<file path="config.mk">
export PLATFORM = sky130hd
export DESIGN_NAME = matrix_byte_loader
export DESIGN_NICKNAME = d
export VERILOG_FILES = /design/src/rtl/matrix_byte_loader.sv
export SDC_FILE = /design/constraint.sdc
export NUM_CORES = 1
export LEC_CHECK = 0
export CORE_MARGIN = 1
export CORE_UTILIZATION = 48
export DETAILED_ROUTE_END_ITERATION = 6
export GPL_TIMING_DRIVEN = 0
export PLACE_DENSITY = 0.74
export SYNTH_ARGS = -nofsm -noshare
export SYNTH_HDL_FRONTEND = slang
export SYNTH_SLANG_ARGS = --single-unit
</file>
<file path="constraint.sdc">
create_clock -name clk -period 5.7 [get_ports clk]
set_input_delay 0.855 -clock clk [delete_from_list [all_inputs] [get_ports clk]]
set_output_delay 0.855 -clock clk [all_outputs]
set_load 0.05 [all_outputs]
</file>
<file path="src/rtl/matrix_byte_loader.sv">
// matrix_byte_loader: parses a UART byte stream (slot, m, n, m*n hi/lo elements) into
// matrix_mem dimension and element writes. Define LOADER_CHECKSUM_EN for a trailing XOR byte.
module matrix_byte_loader #(
   parameter int MAX_DIM     = 5,
   parameter int WR_SLOT_MAX = 1
) (
   input  logic        clk,
   input  logic        rst_n,
   input  logic        in_valid,
   input  logic [7:0]  in_data,
   output logic        in_ready,
   input  logic        abort,
   output logic [1:0]  user_slot_idx,
   output logic [2:0]  user_row,
   output logic [2:0]  user_col,
   output logic [15:0] user_data,
   output logic        user_we,
   output logic [2:0]  user_dim_m,
   output logic [2:0]  user_dim_n,
   output logic        user_dim_we,
   output logic        busy,
   output logic        done,
   output logic        error
);

   localparam logic [7:0] DIM_MAX_B  = 8'(MAX_DIM);
   localparam logic [7:0] SLOT_MAX_B = 8'(WR_SLOT_MAX);

`ifdef LOADER_CHECKSUM_EN
   typedef enum logic [3:0] {
      S_SLOT = 4'd0,
      S_M    = 4'd1,
      S_N    = 4'd2,
      S_DIM  = 4'd3,
      S_HI   = 4'd4,
      S_LO   = 4'd5,
      S_CHK  = 4'd6,
      S_DONE = 4'd7,
      S_ERR  = 4'd8
   } state_t;
`else
   typedef enum logic [3:0] {
      S_SLOT = 4'd0,
      S_M    = 4'd1,
      S_N    = 4'd2,
      S_DIM  = 4'd3,
      S_HI   = 4'd4,
      S_LO   = 4'd5,
      S_DONE = 4'd7,
      S_ERR  = 4'd8
   } state_t;
`endif

   state_t      state_r;
   logic [1:0]  slot_r;
   logic [2:0]  m_r;
   logic [2:0]  n_r;
   logic [2:0]  row_r;
   logic [2:0]  col_r;
   logic [7:0]  hi_r;
   logic        accept_s;
   logic        last_col_s;
   logic        last_elem_s;
   logic [2:0]  row_nxt_s;
   logic [2:0]  col_nxt_s;

   // Dimension bytes are judged on all 8 bits so 8'h0B is rejected rather than truncated.
   function automatic logic dim_legal(input logic [7:0] b);
      return (b != 8'd0) && (b <= DIM_MAX_B);
   endfunction

   function automatic logic slot_legal(input logic [7:0] b);
      return b <= SLOT_MAX_B;
   endfunction

   assign accept_s = in_valid & in_ready & ~abort;

   // Row-major successor of the current element coordinate and last-element detection
   always_comb begin
      last_col_s  = (col_r == (n_r - 3'd1));
      last_elem_s = last_col_s && (row_r == (m_r - 3'd1));
      if (last_col_s) begin
         col_nxt_s = 3'd0;
         row_nxt_s = row_r + 3'd1;
      end else begin
         col_nxt_s = col_r + 3'd1;
         row_nxt_s = row_r;
      end
   end

`ifdef LOADER_CHECKSUM_EN
   logic [7:0] cks_r;

   function automatic logic [7:0] cks_next(input logic [7:0] acc, input logic [7:0] b);
      return acc ^ b;
   endfunction

   // Running XOR of every accepted frame byte, restarted by the slot byte
   always_ff @(posedge clk or negedge rst_n) begin
      if (!rst_n) begin
         cks_r <= 8'd0;
      end else if (accept_s) begin
         if (state_r == S_SLOT) begin
            cks_r <= in_data;
         end else if (state_r != S_CHK) begin
            cks_r <= cks_next(cks_r, in_data);
         end
      end
   end
`endif

   // Frame parser FSM; every output is a register updated here
   always_ff @(posedge clk or negedge rst_n) begin
      if (!rst_n) begin
         state_r       <= S_SLOT;
         in_ready      <= 1'b1;
         busy          <= 1'b0;
         done          <= 1'b0;
         error         <= 1'b0;
         user_we       <= 1'b0;
         user_dim_we   <= 1'b0;
         user_slot_idx <= 2'd0;
         user_row      <= 3'd0;
         user_col      <= 3'd0;
         user_data     <= 16'd0;
         user_dim_m    <= 3'd0;
         user_dim_n    <= 3'd0;
         slot_r        <= 2'd0;
         m_r           <= 3'd0;
         n_r           <= 3'd0;
         row_r         <= 3'd0;
         col_r         <= 3'd0;
         hi_r          <= 8'd0;
      end else begin
         user_we     <= 1'b0;
         user_dim_we <= 1'b0;
         done        <= 1'b0;
         if (abort) begin
            // Cancel wins over a same-cycle byte; error is left as it stands.
            state_r  <= S_SLOT;
            in_ready <= 1'b1;
            busy     <= 1'b0;
         end else begin
            case (state_r)
               S_SLOT: begin
                  if (accept_s) begin
                     if (slot_legal(in_data)) begin
                        slot_r  <= in_data[1:0];
                        error   <= 1'b0;
                        busy    <= 1'b1;
                        state_r <= S_M;
                     end else begin
                        error    <= 1'b1;
                        busy     <= 1'b0;
                        in_ready <= 1'b0;
                        state_r  <= S_ERR;
                     end
                  end
               end
               S_M: begin
                  if (accept_s) begin
                     if (dim_legal(in_data)) begin
                        m_r     <= in_data[2:0];
                        state_r <= S_N;
                     end else begin
                        error    <= 1'b1;
                        busy     <= 1'b0;
                        in_ready <= 1'b0;
                        state_r  <= S_ERR;
                     end
                  end
               end
               S_N: begin
                  if (accept_s) begin
                     if (dim_legal(in_data)) begin
                        n_r           <= in_data[2:0];
                        user_dim_we   <= 1'b1;
                        user_dim_m    <= m_r;
                        user_dim_n    <= in_data[2:0];
                        user_slot_idx <= slot_r;
                        in_ready      <= 1'b0;
                        state_r       <= S_DIM;
                     end else begin
                        error    <= 1'b1;
                        busy     <= 1'b0;
                        in_ready <= 1'b0;
                        state_r  <= S_ERR;
                     end
                  end
               end
               S_DIM: begin
                  row_r    <= 3'd0;
                  col_r    <= 3'd0;
                  in_ready <= 1'b1;
                  state_r  <= S_HI;
               end
               S_HI: begin
                  if (accept_s) begin
                     hi_r    <= in_data;
                     state_r <= S_LO;
                  end
               end
               S_LO: begin
                  if (accept_s) begin
                     user_we   <= 1'b1;
                     user_row  <= row_r;
                     user_col  <= col_r;
                     user_data <= {hi_r, in_data};
                     row_r     <= row_nxt_s;
                     col_r     <= col_nxt_s;
                     if (last_elem_s) begin
`ifdef LOADER_CHECKSUM_EN
                        state_r <= S_CHK;
`else
                        done     <= 1'b1;
                        busy     <= 1'b0;
                        in_ready <= 1'b0;
                        state_r  <= S_DONE;
`endif
                     end else begin
                        state_r <= S_HI;
                     end
                  end
               end
`ifdef LOADER_CHECKSUM_EN
               S_CHK: begin
                  if (accept_s) begin
                     busy     <= 1'b0;
                     in_ready <= 1'b0;
                     if (in_data == cks_r) begin
                        done    <= 1'b1;
                        state_r <= S_DONE;
                     end else begin
                        error   <= 1'b1;
                        state_r <= S_ERR;
                     end
                  end
               end
`endif
               S_DONE: begin
                  in_ready <= 1'b1;
                  state_r  <= S_SLOT;
               end
               S_ERR: begin
                  in_ready <= 1'b1;
                  state_r  <= S_SLOT;
               end
               default: begin
                  busy     <= 1'b0;
                  in_ready <= 1'b1;
                  state_r  <= S_SLOT;
               end
            endcase
         end
      end
   end

endmodule

</file>
==> impl_results.md <==
* Layout cells sized above 1 at 24.0%
* Via/cell ratio at 5.36
* Ys Warns at 0
* Worst EP arrival at 2860 ps
* Mux contribution to synthesized area at 17.4%
* Cell at the slowest stage of the critical path: clkdlybuf4s50_1
* Pre-antenna DRT Iters at 4
* Critical R2R Launch: state_r[1]
* Bufs on Longest Clock Path at 2
* Pre-CTS setup slack at 2650 ps
* Worst Hold Margin at 486 ps
* EDFF count, synth at 0
* Multi-input logic area at 1150 um^2
* Vias in the first global route at 1851
* Worst-margin pin slew at 537 ps
* FMAX at 378 MHz
* CTS H-tree lvls at 3
* TNS Setup at 0 ps
* Worst path required time at 5920 ps
* CP startpoint kind: primary input
* Total Wirelength at 5450 um
* Register Area at 1480 um^2
* Clock Latency Late Sink at 340 ps
* Clk pin slew, worst setup/hold paths at 70 ps
* Total GRT Usage at 20.7%
* Net Count, Synth at 240
* Crit share post-route at 46.4%
* Clock sink count at 59
* Placer Congestion at 0.924
* Crit-path max FO at 10
* WL/cell at 15.2 um
* CP max stage delay at 550 ps
* Clock skew at 10.4 ps
* # DRC at 0
* Status: finished, final reports clean
* DP Area at 3280 um^2
* Fraction of registers with async set/reset at 100%
* Grt ovf at 0
* Initial Utilization at 51.3%
* Worst hold path class: in -> async
* Core region area at 5270 um^2
* TritonCTS Buffers at 9
* Adder-cell share of the synthesized area at 1.85%
* Die height at 77.1 um
* Compound-cell area share of the yosys netlist at 7.13%
* Hold Buf Count CTS at 0
* Die width at 77.1 um
* Most frequent cells in the layout: dfrtp_1 (58), clkdlybuf4s50_1 (46), mux2_2 (41)
* Leak Pwr at 1.64 nW
* FF-to-FF path depth at 6
* Post-route cell area at 3460 um^2
* R2r setup slk at 3620 ps
* Sequential share of the synthesized area at 54.7%
* Ant diodes at 0
* Gate Count Post-Synth at 224
* Post-synthesis simple-gate area fraction at 12.9%
* PD cells at 235 nW/um^2
* 1st-iter DRT viols at 145
* Max_slew headroom at 64.1%
* I/O Pins at 48
* Die Area at 5940 um^2
* Capturing point of the worst reg2reg path: user_col[0]
* Fillers at 441
* Synthesized flop and latch total at 59
* Post-Synth XOR/XNOR Area at 3.15%
* HPWL after DPL at 3870 um
* Initial antenna violation count at 0
* Mapped cell area at 2700 um^2
* Peak supply drop at 0.255 mV
* Via count at 1920
* CP endpoint kind: flip-flop
* Final min period at 2650 ps
* Post-synth cell types at 44
* Max-Cap Viols at 0
* Largest family of logic cells by synthesized area: multiplexers
* Final setup violation count at 0
* Nets at 299
* Final Hold Viols at 0
* Setup CP Type: in -> reg
* CTS tree: yes
* Most used DFF post-synth: dfrtp_1
* Most common cell after layout, fill and taps aside: dfrtp_1
* RSZ-0062 raised after global routing: no
* Fin worst setup slack at 3050 ps
* First-pass GRT wire length at 9130 um
* CP Cell Sequence: clkdlybuf4s50_1, nor4b_2, and2_1, nand2_1, buf_2, mux2_2
* Mapped Avg Cell Area at 12.1 um^2
* ANT nets after route at 0
* Post-cts resize count at 0
* Input/output buffers at 47
* Setup Buffers After CTS at 0
* Site Rows at 26
* Root Buffer: clkbuf_8
* Layout area overhead at 28.1%
* Fin. max-slew vios at 0
* Largest net degree at the start of global routing at 38
==> cell type report <==
class | instances | share of cell area (%)
inverters | 12 | 1.30
repair buffers | 48 | 14.0
well taps | 70 | 2.53
clock inverters | 5 | 1.05
clock buffers | 11 | 4.37
multi-input cells | 146 | 33.2
plain buffers | 7 | 0.939
flip-flops and latches | 59 | 42.7
==> critical path, delay by kind of cell <==
| family | cells | cell delay (ps) |
|---|---|---|
| buffers and inverters | 2 | 820 |
| multiplexers | 1 | 300 |
| AND/OR/NAND/NOR | 3 | 880 |
==> routing by layer <==
layer	GRT usage [%]	share of wire [%]	vias to the layer above
li1	-	-	918
met5	0	0	-
met3	7.02	5.4	8
met4	8.49	1.7	0
met1	26.9	48	935
met2	31.6	45	59
==> worst max path at each step <==
stage	startpoint	endpoint	slack, ps	cells after the start
floorplan	n_r[0]	row_r[1]	3450	6
global placement	rst_n	busy	1940	1
detailed placement	in_data[5]	n_r[1]	2650	6
CTS	in_data[5]	n_r[1]	3020	6
global route	abort	user_col[0]	2930	6
finish	abort	user_col[0]	3050	6
==> cell usage after synthesis (all sizes together), types with 2 or more instances <==
cell type   n  area, um^2
xnor2       3        26.3
buf         5        25.0
inv        12        45.0
nand4bb     2        22.5
xor2        4        35.0
nor2        8        30.0
nand3       3        15.0
nand3b      3        22.5
a21oi       5        25.0
o21ai      12        60.1
and2        4        25.0
clkbuf      2        7.51
ha          4        50.1
a21o        2        15.0
nor3        8        40.0
nand2b      4        25.0
mux2       41         462
dfrtp      58        1450
nand2      16        60.1
nand4       4        25.0
nor4b       2        23.8
==> kinds of logic (layout without fill, tap and decap cells) <==
kind of cell	Yosys count	in the layout
flops	59	59
simple gates	62	62
xor+xnor	8	8
mux	42	42
compound gates	30	30
buf+inv	19	83
fa+ha+maj	4	4
==> sequential cells by signal (all words and copies together), names as in the netlist, 2 cells and up <==
register / flops
user_data: 16
user_slot_idx: 2
col_r: 3
user_col: 3
hi_r: 8
slot_r: 2
state_r: 4
n_r: 3
user_row: 3
row_r: 3
user_dim_m: 3
m_r: 3
==> per-stage QoR <==
stage | utilization, % | instances | total power, W
finish | 65.7 | 358 | 0.000813
global route | 65.7 | 358 | 0.000848
floorplan | - | 224 | 0.000444
CTS | 65.7 | 358 | 0.000822
global placement | 61.9 | 341 | 0.000468
detailed placement | 62.2 | 342 | 0.000470
==> report_power, final <==
group          total (W)  leakage, nW  switching, W  internal [W]
clock network   0.000352       0.0880      0.000170      0.000182
registers       0.000423        0.815    0.00000229      0.000420
logic          0.0000386        0.736     0.0000240     0.0000146
(Power assumes the default switching activity.)
